`config.mk`:
```
export PLATFORM = sky130hd
export DESIGN_NAME = spi_master_fifo
export DESIGN_NICKNAME = d
export VERILOG_FILES = /design/src/rtl/spi_master_fifo.sv
export SDC_FILE = /design/constraint.sdc
export NUM_CORES = 1
export LEC_CHECK = 0
export ABC_CLOCK_PERIOD_IN_PS = 5550
export CORE_UTILIZATION = 35
export CTS_CLUSTER_SIZE = 25
export DETAILED_ROUTE_END_ITERATION = 8
export HOLD_SLACK_MARGIN = 0.15
export MAX_ROUTING_LAYER = met4
export SLEW_MARGIN = 20
export SYNTH_ARGS = -nofsm -noshare
export SYNTH_HDL_FRONTEND = slang
export SYNTH_SLANG_ARGS = --single-unit
```
`constraint.sdc`:
```
create_clock -name clk_i -period 5.55 [get_ports clk_i]
set_clock_uncertainty 0.2 [all_clocks]
set_input_delay 0.555 -clock clk_i [delete_from_list [all_inputs] [get_ports clk_i]]
set_output_delay 0.555 -clock clk_i [all_outputs]
set_load 0.005 [all_outputs]
```
`src/rtl/spi_master_fifo.sv`:
```
// spi_master_fifo: memory-mapped SPI master with TX/RX FIFOs, four SPI modes and selectable bit order
module spi_master_fifo #(
  parameter int NUM_CS     = 4,
  parameter int FIFO_DEPTH = 8,
  parameter int DIV_RESET  = 100
) (
  input  logic              clk_i,
  input  logic              rst_i,
  input  logic              req_valid_i,
  input  logic [31:0]       req_addr_i,
  input  logic [31:0]       req_value_i,
  input  logic [3:0]        req_wstrb_i,
  output logic              req_ready_o,
  output logic              resp_valid_o,
  output logic [31:0]       resp_value_o,
  output logic [NUM_CS-1:0] spi_cs_n_o,
  output logic              spi_sck_o,
  output logic              spi_mosi_o,
  input  logic              spi_miso_i
);
  localparam int AW = $clog2(FIFO_DEPTH);
  localparam logic [AW:0] FULL = (AW+1)'(FIFO_DEPTH);
  typedef enum logic [1:0] {IDLE, LOAD, XFER} state_t;
  state_t            state_q;
  logic [7:0]        tx_mem [FIFO_DEPTH];
  logic [7:0]        rx_mem [FIFO_DEPTH];
  logic [AW-1:0]     tx_wp_q, tx_rp_q, rx_wp_q, rx_rp_q;
  logic [AW:0]       tx_cnt_q, rx_cnt_q;
  logic [NUM_CS-1:0] cs_q;
  logic [15:0]       div_q, tick_q;
  logic [3:0]        ctrl_q, edge_q;
  logic [7:0]        sh_q, rx_q, sh_d, rx_d;
  logic              cpha_q, lsb_q, sck_q, mosi_q, rx_ovf_q, tx_ovf_q, resp_valid_q;
  logic [31:0]       resp_value_q, rdata;
  logic [5:0]        addr;
  logic              wr, rd, tx_full, tx_empty, rx_full, rx_empty;
  logic              tx_push_req, tx_push, tx_pop, rx_push_req, rx_push, rx_pop;
  logic              tog, lead, samp, shf, done, unused_bits;
  assign addr        = req_addr_i[5:0];
  assign wr          = req_valid_i && |req_wstrb_i;
  assign rd          = req_valid_i && !(|req_wstrb_i);
  assign tx_full     = tx_cnt_q == FULL;
  assign tx_empty    = tx_cnt_q == '0;
  assign rx_full     = rx_cnt_q == FULL;
  assign rx_empty    = rx_cnt_q == '0;
  assign tx_pop      = state_q == LOAD;
  assign tx_push_req = wr && addr == 6'h00;
  assign tx_push     = tx_push_req && (!tx_full || tx_pop);
  assign rx_pop      = rd && addr == 6'h04 && !rx_empty;
  assign tog         = state_q == XFER && tick_q == div_q;
  assign lead        = !edge_q[0];
  assign samp        = tog && (lead != cpha_q);
  assign shf         = tog && (cpha_q ? lead && edge_q != 4'd0 : !lead && edge_q != 4'd15);
  assign done        = tog && edge_q == 4'd15;
  assign rx_push_req = done && !ctrl_q[3];
  assign rx_push     = rx_push_req && (!rx_full || rx_pop);
  assign sh_d        = lsb_q ? {1'b0, sh_q[7:1]} : {sh_q[6:0], 1'b0};
  assign rx_d        = samp ? (lsb_q ? {spi_miso_i, rx_q[7:1]} : {rx_q[6:0], spi_miso_i}) : rx_q;
  assign unused_bits = ^{req_addr_i[31:6], req_value_i[31:16]};
  assign req_ready_o  = 1'b1;
  assign resp_valid_o = resp_valid_q;
  assign resp_value_o = resp_value_q;
  assign spi_cs_n_o   = cs_q;
  assign spi_sck_o    = sck_q;
  assign spi_mosi_o   = mosi_q;
  // read mux; an empty RX FIFO reads as 0x100 with the data field masked
  always_comb
    rdata = addr == 6'h04 ? {23'b0, rx_empty, rx_empty ? 8'h00 : rx_mem[rx_rp_q]} :
            addr == 6'h08 ? 32'(cs_q) :
            addr == 6'h0C ? {16'b0, div_q} :
            addr == 6'h10 ? {25'b0, tx_ovf_q, rx_ovf_q, rx_empty, rx_full, tx_empty, tx_full, state_q != IDLE} :
            addr == 6'h14 ? {28'b0, ctrl_q} :
            addr == 6'h18 ? {16'b0, 8'(rx_cnt_q), 8'(tx_cnt_q)} : 32'h0;
  // TX and RX FIFO pointers, counts and storage
  always_ff @(posedge clk_i)
    if (rst_i) begin
      tx_wp_q  <= '0;
      tx_rp_q  <= '0;
      tx_cnt_q <= '0;
      rx_wp_q  <= '0;
      rx_rp_q  <= '0;
      rx_cnt_q <= '0;
    end else begin
      if (tx_push) begin
        tx_mem[tx_wp_q] <= req_value_i[7:0];
        tx_wp_q         <= tx_wp_q + AW'(1);
      end
      if (tx_pop) tx_rp_q <= tx_rp_q + AW'(1);
      tx_cnt_q <= tx_cnt_q + (AW+1)'(tx_push) - (AW+1)'(tx_pop);
      if (rx_push) begin
        rx_mem[rx_wp_q] <= rx_d;
        rx_wp_q         <= rx_wp_q + AW'(1);
      end
      if (rx_pop) rx_rp_q <= rx_rp_q + AW'(1);
      rx_cnt_q <= rx_cnt_q + (AW+1)'(rx_push) - (AW+1)'(rx_pop);
    end
  // bus response, software registers and sticky overflow flags (set beats clear)
  always_ff @(posedge clk_i)
    if (rst_i) begin
      resp_valid_q <= 1'b0;
      resp_value_q <= '0;
      cs_q         <= '1;
      div_q        <= 16'(DIV_RESET);
      ctrl_q       <= '0;
      tx_ovf_q     <= 1'b0;
      rx_ovf_q     <= 1'b0;
    end else begin
      resp_valid_q <= req_valid_i;
      resp_value_q <= rd ? rdata : 32'h0;
      if (wr && addr == 6'h08) cs_q <= req_value_i[NUM_CS-1:0];
      if (wr && addr == 6'h0C) div_q <= req_value_i[15:0];
      if (wr && addr == 6'h14) ctrl_q <= req_value_i[3:0];
      tx_ovf_q <= (tx_push_req && !tx_push) || (tx_ovf_q && !(wr && addr == 6'h10 && req_value_i[6]));
      rx_ovf_q <= (rx_push_req && !rx_push) || (rx_ovf_q && !(wr && addr == 6'h10 && req_value_i[5]));
    end
  // byte engine: LOAD latches the mode and first bit, XFER runs 16 SCK toggles
  always_ff @(posedge clk_i)
    if (rst_i) begin
      state_q <= IDLE;
      sck_q   <= 1'b0;
      mosi_q  <= 1'b0;
      sh_q    <= '0;
      rx_q    <= '0;
      tick_q  <= '0;
      edge_q  <= '0;
      cpha_q  <= 1'b0;
      lsb_q   <= 1'b0;
    end else
      case (state_q)
        IDLE: begin
          sck_q <= ctrl_q[0];
          if (!tx_empty) state_q <= LOAD;
        end
        LOAD: begin
          sh_q            <= tx_mem[tx_rp_q];
          mosi_q          <= ctrl_q[2] ? tx_mem[tx_rp_q][0] : tx_mem[tx_rp_q][7];
          {lsb_q, cpha_q} <= ctrl_q[2:1];
          sck_q           <= ctrl_q[0];
          rx_q            <= '0;
          tick_q          <= '0;
          edge_q          <= '0;
          state_q         <= XFER;
        end
        default: begin
          rx_q   <= rx_d;
          tick_q <= tog ? 16'd0 : tick_q + 16'd1;
          if (shf) begin
            sh_q   <= sh_d;
            mosi_q <= lsb_q ? sh_d[0] : sh_d[7];
          end
          if (tog) begin
            sck_q  <= !sck_q;
            edge_q <= edge_q + 4'd1;
          end
          if (done) state_q <= tx_empty ? IDLE : LOAD;
        end
      endcase
endmodule

```
==> flow_summary.json <==
{
  "post-route-min-period_ns": 3.52,
  "slowest_delay_ns": 0.64,
  "number_of_global_route_vias_before_repair": 6797,
  "die_area_sq_um": 31100,
  "cp_data_required_time_ns": 5.59,
  "synth.yosys.seq_area_share": 0.570,
  "cts_made_buffers": 27,
  "outcome": "completed",
  "grt_antenna_before_repair": 2,
  "vias_per_cell": 5.15,
  "critPathSlowestCell": "sky130_fd_sc_hd__nor3_1",
  "grt.total_usage": 0.166,
  "finalNetCount": 1025,
  "post_route_cells_drive_above_1_share": 0.149,
  "post_synth_num_cell_types": 73,
  "final.fill_count": 2818,
  "clock_sink_count": 239,
  "commonest_register_cell_after_synthesis": "sky130_fd_sc_hd__edfxtp_1",
  "worstPathMaxFanout": 8,
  "routed.top_layer": "met4",
  "globalplace.congestion": 0.830,
  "nature_of_the_critical_path_endpoint": "register",
  "postSynthAreaPerCell_sq_um": 12.1,
  "worst_hold_path_type": "register to register",
  "core_area_sq_um": 29800,
  "drt_wl_total_mm": 25.0,
  "layout_commonest_cell": "sky130_fd_sc_hd__edfxtp_1",
  "initial_core_util": 0.357,
  "drv_cap": 0,
  "grt_overflow_total": 0,
  "route.detailed.wl_per_inst_microns": 18.6,
  "power.leakage_nw": 4.19,
  "cts_root_buf": "sky130_fd_sc_hd__clkbuf_16",
  "mostFrequentLayoutCells": "sky130_fd_sc_hd__edfxtp_1 (128), sky130_fd_sc_hd__dfxtp_1 (111), sky130_fd_sc_hd__nand2_1 (99)",
  "timing.final.crit_share": 0.635,
  "peakVddDrop_uv": 251,
  "detailedRoute.firstPassIterationCount": 5,
  "maximum_number_of_pins_on_one_net_before_global_route_repair": 52,
  "overall_die_height_microns": 176,
  "fin_cells": 1346,
  "met2RoutedLength_mm": 11.5,
  "route.detailed.drc": 0,
  "synthToLayoutAreaGrowth_pct": 17.0,
  "setup-violations-final": 0,
  "worst_path_dominant_cell_family": "simple AND/OR/NAND/NOR gates",
  "setup_total_negative_slack_ns": 0,
  "fmax_ghz": 0.284,
  "postCtsResizedCells": 0,
  "num_vias": 6932,
  "rows": 63,
  "netlist_instances": 880,
  "seq_area_sq_um": 6070,
  "number_of_setup_buffers_added_after_cts": 0,
  "clkTransAtPathRegs_ns": 0.06,
  "ant_nets": 0,
  "critical_path_buf_inv_count": 2,
  "clock_latency_late_sink_ns": 0.55,
  "die-width_microns": 176,
  "grt_pass1_wl_mm": 38.6,
  "slew_headroom": 0.335,
  "multi_input_comb_area_sq_um": 4210,
  "unrepaired_setup_endpoints_after_global_routing": "false",
  "ys_seq_elements": 239,
  "cp.arrival_ns": 3.57,
  "cts-hold-fix-buffers": 0,
  "worst-setup-path-type": "input port to register",
  "worstPathCellList": "clkdlybuf4s50_1 -> or3b_2 -> nor3_2 -> a21oi_2 -> nand4b_1 -> nor3_1 -> buf_4",
  "asyncSetResetFlopFracSynth": 0,
  "io_buffers": 52,
  "placed_cells_incl_taps": 1294,
  "tritoncts": "yes",
  "place.detailed.hpwl_mm": 17.0,
  "worstSetupStartpointType": "input port",
  "worstMarginPinSlew_ns": 0.991,
  "met3RoutedLength_mm": 1.33,
  "top_level_ports": 112,
  "drt-met1-wl_mm": 11.5,
  "netlist_area_sq_um": 10600,
  "synth_edf_count": 128,
  "cts-root-to-sink-buffers": 3,
  "drtIter0Drc": 505,
  "drv_slew": 0,
  "timing_hold_violations_final": 0,
  "power_per_cell_area_nw_per_um2": 347,
  "synth.yosys.warnings": 0,
  "cts.htree.levels": 1
}
-- cells by family after synthesis --
group / share of synthesized area
compound gates: 0.0767
xor+xnor: 0.0272
fa+ha+maj: 0.0249
buf+inv: 0.0392
flops: 0.570
mux: 0.120
other cells: 0.000706
simple gates: 0.141
-- final cells by class --
cell class,count,area share
clock buffer,36,0.0603
antenna,2,0.000402
inverter,23,0.00694
tap,390,0.0392
sequential,239,0.488
multi-input combinational,569,0.339
timing repair buffer,73,0.0541
clock inverter,14,0.0128
-- layer usage --
layer  GRT usage  vias up
met1       0.218     3368
li1            -     3342
met2       0.261      179
met5           -        -
met4      0.0551        0
met3      0.0280       43
-- through the flow --
step | cell area [sq um] | util | worst slack, ns | hold slack [ns] | total power [mW]
after global routing | 12400 | 0.418 | 1.86 | 0.284 | 4.47
after floorplan | 10700 | - | 2.38 | 0.231 | 2.38
final | 12400 | 0.418 | 2.03 | 0.262 | 4.31
after CTS | 12400 | 0.417 | 2.02 | 0.260 | 4.35
after detailed placement | 11500 | 0.387 | 1.45 | 0.252 | 2.54
after global placement | 11500 | 0.387 | 1.49 | 0.246 | 2.53
-- state kept, by name, indices dropped and copies added, names as in the netlist, 2 cells and up, named ones only --
name and cells:
rx_mem 64, tx_mem 64, div_q 16, resp_value_o 16, tick_q 16, rx_q 8
sh_q 8, ctrl_q 4, edge_q 4, rx_cnt_q 4, spi_cs_n_o 4, tx_cnt_q 4
rx_rp_q 3, rx_wp_q 3, tx_rp_q 3, tx_wp_q 3, state_q 2
-- synthesized netlist by cell type, types with 9 or more instances --
| master | count | area share |
|---|---|---|
| sky130_fd_sc_hd__o2111ai_1 | 9 | 0.0074 |
| sky130_fd_sc_hd__mux2i_1 | 26 | 0.024 |
| sky130_fd_sc_hd__clkbuf_1 | 31 | 0.011 |
| sky130_fd_sc_hd__mux2_2 | 26 | 0.028 |
| sky130_fd_sc_hd__o211ai_1 | 10 | 0.0071 |
| sky130_fd_sc_hd__nor2_1 | 52 | 0.018 |
| sky130_fd_sc_hd__mux4_2 | 31 | 0.066 |
| sky130_fd_sc_hd__buf_4 | 19 | 0.013 |
| sky130_fd_sc_hd__dfxtp_1 | 111 | 0.21 |
| sky130_fd_sc_hd__nand2_1 | 99 | 0.035 |
| sky130_fd_sc_hd__nor2b_1 | 15 | 0.0088 |
| sky130_fd_sc_hd__inv_1 | 22 | 0.0078 |
| sky130_fd_sc_hd__nor3_1 | 16 | 0.0075 |
| sky130_fd_sc_hd__nand3_1 | 42 | 0.020 |
| sky130_fd_sc_hd__xor2_1 | 17 | 0.014 |
| sky130_fd_sc_hd__edfxtp_1 | 128 | 0.36 |
| sky130_fd_sc_hd__nand4_1 | 13 | 0.0076 |
| sky130_fd_sc_hd__ha_1 | 18 | 0.021 |
| sky130_fd_sc_hd__o21ai_0 | 19 | 0.0089 |
| sky130_fd_sc_hd__a21oi_1 | 37 | 0.017 |
| sky130_fd_sc_hd__and2_1 | 9 | 0.0053 |
| sky130_fd_sc_hd__buf_2 | 9 | 0.0042 |
| sky130_fd_sc_hd__xnor2_1 | 16 | 0.013 |
-- tightest hold or removal path: cells and delay by family (launching register included) --
family / cells / cell delay (ns)
and+or+nand+nor: 1 / 0.05
DFF: 1 / 0.31
muxes: 1 / 0.06
-- where the power goes --
| part | total, mW | switching, mW | internal, mW |
|---|---|---|---|
| clock | 1.81 | 0.721 | 1.09 |
| combinational | 0.545 | 0.301 | 0.244 |
| sequential | 1.96 | 0.0588 | 1.90 |
-- worst paths after layout --
kind	from	end	slack (ns)	cells past startpoint
max	req_addr_i[2]	rx_mem[0][0]	2.03	7
min	sh_q[7]	sh_q[7]	0.26	2
max reg2reg	state_q[1]	rx_mem[0][0]	2.06	7
min reg2reg	sh_q[7]	sh_q[7]	0.26	2
Note: power is estimated with default switching activity, not from simulation.
